===== config.mk =====
export PLATFORM = sky130hd
export DESIGN_NAME = cpu_clk_ctrl
export DESIGN_NICKNAME = d
export VERILOG_FILES = /design/src/rtl/cpu_clk_ctrl.sv
export SDC_FILE = /design/constraint.sdc
export NUM_CORES = 1
export LEC_CHECK = 0
export ABC_AREA = 1
export ABC_CLOCK_PERIOD_IN_PS = 1600
export CORE_AREA = 2 2 57 59
export DETAILED_ROUTE_END_ITERATION = 10
export DIE_AREA = 0 0 59 61
export DONT_BUFFER_PORTS = 1
export PLACE_DENSITY = 0.66
export SYNTH_ARGS = -nofsm -noshare
export SYNTH_HDL_FRONTEND = slang
export SYNTH_SLANG_ARGS = --single-unit

===== constraint.sdc =====
create_clock -name clk_in -period 1.6 [get_ports clk_in]
set_clock_uncertainty 0.05 [all_clocks]
set_input_delay 0.4 -clock clk_in [delete_from_list [all_inputs] [get_ports clk_in]]
set_output_delay 0.4 -clock clk_in [all_outputs]
set_load 0.01 [all_outputs]

===== src/rtl/cpu_clk_ctrl.sv =====
// cpu_clk_ctrl: CPU clock-enable generator with run/halt, debounced single-step and prescaled run rate.
// Latency: run_sw reaches the FSM after 2 synchronizer cycles; step_btn needs 2 + DB_COUNT stable cycles.
// Optional macro CYCLE_COUNT_EN adds the 32-bit cycle_count output; halt_req always wins over a run tick.
module cpu_clk_ctrl #(
    parameter int DB_COUNT = 50000
) (
    input  logic        clk_in,
    input  logic        rst,
    input  logic        run_sw,
    input  logic        step_btn,
    input  logic        halt_req,
    input  logic [1:0]  div_sel,
    output logic        cpu_ce,
    output logic        running
`ifdef CYCLE_COUNT_EN
    ,
    output logic [31:0] cycle_count
`endif
);

    localparam logic [1:0]  S_HALTED  = 2'd0;
    localparam logic [1:0]  S_RUNNING = 2'd1;
    localparam logic [1:0]  S_STEP    = 2'd2;
    localparam logic [15:0] DB_LAST   = 16'(DB_COUNT - 1);

    logic        r_run_meta;
    logic        r_run_s;
    logic        r_step_meta;
    logic        r_step_s;
    logic [15:0] r_db_cnt;
    logic        r_step_stable;
    logic        r_step_stable_d;
    logic [7:0]  r_pre_cnt;
    logic [1:0]  r_state;
    logic [1:0]  w_state_nxt;
    logic [7:0]  w_mask;
    logic        w_tick;
    logic        w_step_req;
    logic        w_cpu_ce;

    // Two-flop synchronizers for the asynchronous switch and button
    always_ff @(posedge clk_in or posedge rst) begin
        if (rst) begin
            r_run_meta  <= 1'b0;
            r_run_s     <= 1'b0;
            r_step_meta <= 1'b0;
            r_step_s    <= 1'b0;
        end else begin
            r_run_meta  <= run_sw;
            r_run_s     <= r_run_meta;
            r_step_meta <= step_btn;
            r_step_s    <= r_step_meta;
        end
    end

    // Debounce: accept a new button level only after DB_COUNT consecutive differing cycles
    always_ff @(posedge clk_in or posedge rst) begin
        if (rst) begin
            r_db_cnt        <= 16'd0;
            r_step_stable   <= 1'b0;
            r_step_stable_d <= 1'b0;
        end else begin
            r_step_stable_d <= r_step_stable;
            if (r_step_s == r_step_stable) begin
                r_db_cnt <= 16'd0;
            end else if (r_db_cnt == DB_LAST) begin
                r_step_stable <= r_step_s;
                r_db_cnt      <= 16'd0;
            end else begin
                r_db_cnt <= r_db_cnt + 16'd1;
            end
        end
    end

    // Press only (rising edge of the debounced level) requests a step
    assign w_step_req = r_step_stable & ~r_step_stable_d;

    // Free-running prescaler; div_sel is never allowed to reset it
    always_ff @(posedge clk_in or posedge rst) begin
        if (rst) begin
            r_pre_cnt <= 8'd0;
        end else begin
            r_pre_cnt <= r_pre_cnt + 8'd1;
        end
    end

    // Rate mask: tick fires when all masked prescaler bits are ones
    always_comb begin
        w_mask = 8'h00;
        case (div_sel)
            2'd0:    w_mask = 8'h00;
            2'd1:    w_mask = 8'h03;
            2'd2:    w_mask = 8'h0F;
            default: w_mask = 8'hFF;
        endcase
    end

    assign w_tick = ((r_pre_cnt & w_mask) == w_mask);

    // Next state: run beats a coincident step; a step is allowed even while halt_req is high
    always_comb begin
        w_state_nxt = r_state;
        case (r_state)
            S_HALTED: begin
                if (r_run_s && !halt_req) begin
                    w_state_nxt = S_RUNNING;
                end else if (w_step_req) begin
                    w_state_nxt = S_STEP;
                end
            end
            S_RUNNING: begin
                if (halt_req || !r_run_s) begin
                    w_state_nxt = S_HALTED;
                end
            end
            default: w_state_nxt = S_HALTED;
        endcase
    end

    // State register
    always_ff @(posedge clk_in or posedge rst) begin
        if (rst) begin
            r_state <= S_HALTED;
        end else begin
            r_state <= w_state_nxt;
        end
    end

    // Enable is combinational from state so an async reset kills it immediately
    assign w_cpu_ce = (r_state == S_STEP) ||
                      ((r_state == S_RUNNING) && w_tick && !halt_req);
    assign cpu_ce   = w_cpu_ce;
    assign running  = (r_state == S_RUNNING);

`ifdef CYCLE_COUNT_EN
    logic [31:0] r_cycle_count;

    // Count issued enables, wrapping naturally at 2^32
    always_ff @(posedge clk_in or posedge rst) begin
        if (rst) begin
            r_cycle_count <= 32'd0;
        end else if (w_cpu_ce) begin
            r_cycle_count <= r_cycle_count + 32'd1;
        end
    end

    assign cycle_count = r_cycle_count;
`endif

endmodule


Yosys cells after proc, flatten, opt, wreduce, memory -nomap -nowiden
Cells that the tools add are included.

storage, ports and cells
  flip-flop bits (word level) = 32
  bits of input ports = 7
  output and inout port bits = 2
  word-level logic and storage cells = 42

cells by class
  add/subtract/negate cells = 2
  equal/unequal tests = 9
  mux-type cells = 7
  bitwise operators = 4
  reduce and logical (&&, ||, !) cells = 11

operators by type and width
  cell                                                                    number
  16-bit two-way mux                                                      2
  8-bit one-hot mux with 3 select lines                                   1
  16-bit by 1-bit adder with 16-bit output (second input constant)        1
  16-bit equality test (second input constant)                            1
  8-bit by 1-bit adder with 8-bit output (second input constant)          1
  8-bit bitwise AND                                                       1
  8-bit equality test                                                     1
  2-bit two-way mux                                                       3
  2-bit by 1-bit equality test with 1-bit output (second input constant)  2
  2-bit equality test (second input constant)                             2
  2-bit logical NOT                                                       2
  2-bit one-hot mux with 2 select lines                                   1
  2-bit AND reduction                                                     2
  1-bit logical AND                                                       3
  3-bit != test (second input constant)                                   1
  1-bit logical NOT                                                       2
  1-bit logical OR                                                        2
  2-bit by 1-bit != test with 1-bit output (second input constant)        1
  1-bit NOT                                                               2
  1-bit bitwise AND                                                       1
  1-bit equality test                                                     1

Depth between registers and ports, before layout
  depth after elaboration = 7
  mapped depth = 8
  mapped depth without buffers = 8

Least setup slack after synthesis
No wires, ideal clock.

  kind = reg2reg
  start point = register r_db_cnt[0]
  end point = register r_db_cnt[8]
  library setup time = 122 ps
  arrival time = 1136 ps
  required time = 1428 ps
  slack = 292 ps
  cell stages (with the launch flop) = 7
  path buffers = 0
  clock period less this slack = 1308 ps
  cell sequence = dfrtp_1 -> ha_1 -> nand3_1 -> nor2_2 -> nand2_1 -> nand2_4 -> nor3_1

between the ends
  word-level cells in the longest chain between the ends = 3
  elaborated cells on any way between the ends = 4
  classes of those cells = add/sub (1); eq/ne (1); mux (2)

RTL lines
  what                                                                              line    source
  from (decl)                                                                       30      logic [15:0] r_db_cnt;
  from (signal assigned)                                                            70      r_db_cnt <= r_db_cnt + 16'd1;
  16-bit by 1-bit adder with 16-bit output or 16-bit equality test (tied branches)  70, 66
  16-bit two-way mux (*)                                                            66      end else if (r_db_cnt == DB_LAST) begin
  16-bit two-way mux (*)                                                            64      if (r_step_s == r_step_stable) begin

Mark *: on every way between the ends. The rest lies on a longest branch, timed or not.
A chain may end at the register's enable or synchronous reset.

Worst setup path in the final report
  start point = register r_pre_cnt[5]
  end point = output cpu_ce

between the ends
  word-level cells in the longest chain between the ends = 5

RTL lines
  what                            line  source
  from (decl)                     33    logic [7:0] r_pre_cnt;
  from (signal assigned)          83    r_pre_cnt <= r_pre_cnt + 8'd1;
  8-bit bitwise AND               98    assign w_tick = ((r_pre_cnt & w_mask) == w_mask);
  8-bit equality test             98
  1-bit logical AND (2 in a row)  131   ((r_state == S_RUNNING) && w_tick && !halt_req);
  1-bit logical OR                130   assign w_cpu_ce = (r_state == S_STEP) ||
  to (decl)                       13    output logic cpu_ce,

Every way passes these cells.

==> flow_summary.ini <==
[critical_path]
path_cells = nand2_2 > o21ai_2 > nand2_1 > nand2_1 > nand3_2 > nand2_2
worstSetupStartpointType = flop
slowest_stage = dfrtp_1
arrival_ns = 1.18
path_buf_inv = 0
required_ns = 1.15
critPathMaxStageDelay_ns = 0.39
worstPathMaxFanout = 2
cp_top_family = flip-flops
endpoint_kind = output pin
crit_type = reg2out

[sta]
drv_slew = 0
timing.fmax_ghz = 0.612
slew_headroom_pct = 74.2
setup_viol_count_final = 1
worst_slew_pin_slew_ns = 0.387
holdWs_ns = 0.136
layout_setup_ws_ns = -0.0331
period_needed_ns = 1.63
finalCritPeriodShare_pct = 102
rsz0062_at_grt = yes
report.final.hold_viol_count = 0

[floorplanning]
die_w_um = 59
start_util_pct = 52.6
die_h_um = 61
fp.dieArea_mm2 = 0.00360
core-area_mm2 = 0.00295
rows = 20
ios = 9

[cells_and_area]
area_growth_pct = 13.9
drive_gt1_share_pct = 17.4
multiInputGateArea_um2 = 689
diodes = 0
final-seq-area_um2 = 801
num-fill-cells = 265
nNetsFinal = 209

[synthesis]
synth_area_leaders = dfrtp_1 (52%), nand2_1 (11%), nor2_1 (9.2%)
synth_seq_cells = 32
synth_nets = 193
synthFlopType = dfrtp_1
synth.most_common_cell = nand2_1
yosysTopAreaCell = dfrtp_1
synth-edff-count = 0
netlist_area_mm2 = 0.00155
ys_top_cells_by_count = nand2_1 (44), nor2_1 (38), dfrtp_1 (32)
avgSynthCellArea_um2 = 8.44
yosysSeqAreaShare_pct = 51.6
ys_types = 23
synthCells = 184
yosysTopAreaCellShare_pct = 51.6
ys_async_sr_fraction_pct = 100
yosys_warnings = 0

[global_route]
track_usage_pct = 18.7
grt_pass1_vias = 1113
grt_pass1_wl_mm = 4.82
grt_max_degree = 33
grt-ovfl-total = 0
antenna_found_initial = 0

[cts]
numCtsBuffers = 5
clk_pin_slew_ns = 0.12
root_buffer = clkbuf_4
cts_htree_levels = 2
cts_tree = done
clock_sinks = 32
insertion_delay_ns = 0.35
clk_path_buf_depth = 2

[routing]
vias = 1158
via_per_inst = 4.95
drt-initial-drc-count = 20
final_antenna_net_count = 0
routedWlPerCell_um = 11.2
first_pass_iters = 4
drcViolationCount = 0
wl_mm = 2.63

[placed_design]
place_ws_ns = 0.163
place_congestion = 0.876
hpwl_mm = 1.97
port_buffers = 0

[run_status]
status = finished, violations left
violations = negative setup slack

[pwr]
ir_drop_mv = 0.736
p_per_area_mw_per_mm2 = 863
power.leakage_nw = 0.846

[hold_path]
min_path_type = in2reg

[run]
maxCapViolCount = 0
## layout make-up
type	instances	area share, %
flip-flops and latches	32	45.3
multi-input cells	131	39.0
clock buffers	5	2.12
inverters	21	4.46
repair buffers	9	4.24
clock inverters	3	2.62
well taps	33	2.33
## registers in the layout, summed over array words and instances, names as in the netlist
signal           flops
r_step_stable_d      1
r_pre_cnt            8
r_run_s              1
r_step_meta          1
r_run_meta           1
r_db_cnt            16
r_step_s             1
r_step_stable        1
r_state              2
## tightest hold or removal path, cell delays in order
cell     delay, ns
inv_1         0.02
nand2_1       0.06
nor2_1        0.04
## cell usage in the layout (no fill, tap or decap), drive strengths merged, types with 3 or more instances in the layout
cell / n
dfrtp: 32
nand3: 10
nand2: 47
xor2: 8
clkbuf: 5
nor2: 44
inv: 22
o21ai: 3
a21oi: 4
buf: 6
xnor2: 4
nor3: 6
dlygate4sd3: 3
## path summary, 6_finish.rpt
kind,from,endpoint,slack [ns],cells past startpoint
max in group asynchronous,rst,r_db_cnt[7]$_DFF_PP0_,0.68,3
setup / recovery,r_pre_cnt[5]$_DFF_PP0_,cpu_ce,-0.03,6
hold reg to reg,r_run_meta$_DFF_PP0_,r_run_s$_DFF_PP0_,0.32,0
setup reg to reg,r_db_cnt[0]$_DFF_PP0_,r_db_cnt[8]$_DFF_PP0_,0.14,6
hold / removal,halt_req,r_state[0]$_DFFE_PP0P_,0.14,3
min in group asynchronous,rst,r_run_meta$_DFF_PP0_,0.52,3
## cells by family after synthesis
group / after synthesis / synth area share [%]
and+or+nand+nor: 110 / 32.0
DFF: 32 / 51.6
buffers and inverters: 21 / 5.08
xor gates and xnor gates: 12 / 7.25
AOI/OAI and AO/OA: 7 / 2.50
adders and majority gates: 2 / 1.61
## power breakdown
group          internal, mW  switching, mW
Combinational        0.0190         0.0384
Clock                 0.334          0.305
Sequential            0.821        0.00982
## routing by layer
metal | GRT usage [%] | part of all wire [%]
met1 | 23.2 | 47
met2 | 30.0 | 47
met3 | 6.40 | 4.3
met4 | 7.79 | 1.9
met5 | 0 | 0
## through the flow
step	setup TNS (ns)	total power, mW	utilization, %	cells	cell area, µm²
5_1_grt	-0.189	1.60	59.9	234	1770
2_1_floorplan	0	0.883	-	184	1550
3_3_place_gp	0	0.896	54.2	218	1600
4_1_cts	-0.0492	1.55	59.2	233	1750
3_5_place_dp	0	0.898	54.2	218	1600
6_report	-0.0331	1.53	59.9	234	1770
## what timing repair did
action	in CTS	in global routing
hold buffers	3	0
setup endpoints to repair	1	2
resized for setup	2	4
setup buffers	4	1
pin swaps	3	3
endpoints found under the hold margin	34	0
Power figures use the tool's default switching activity.
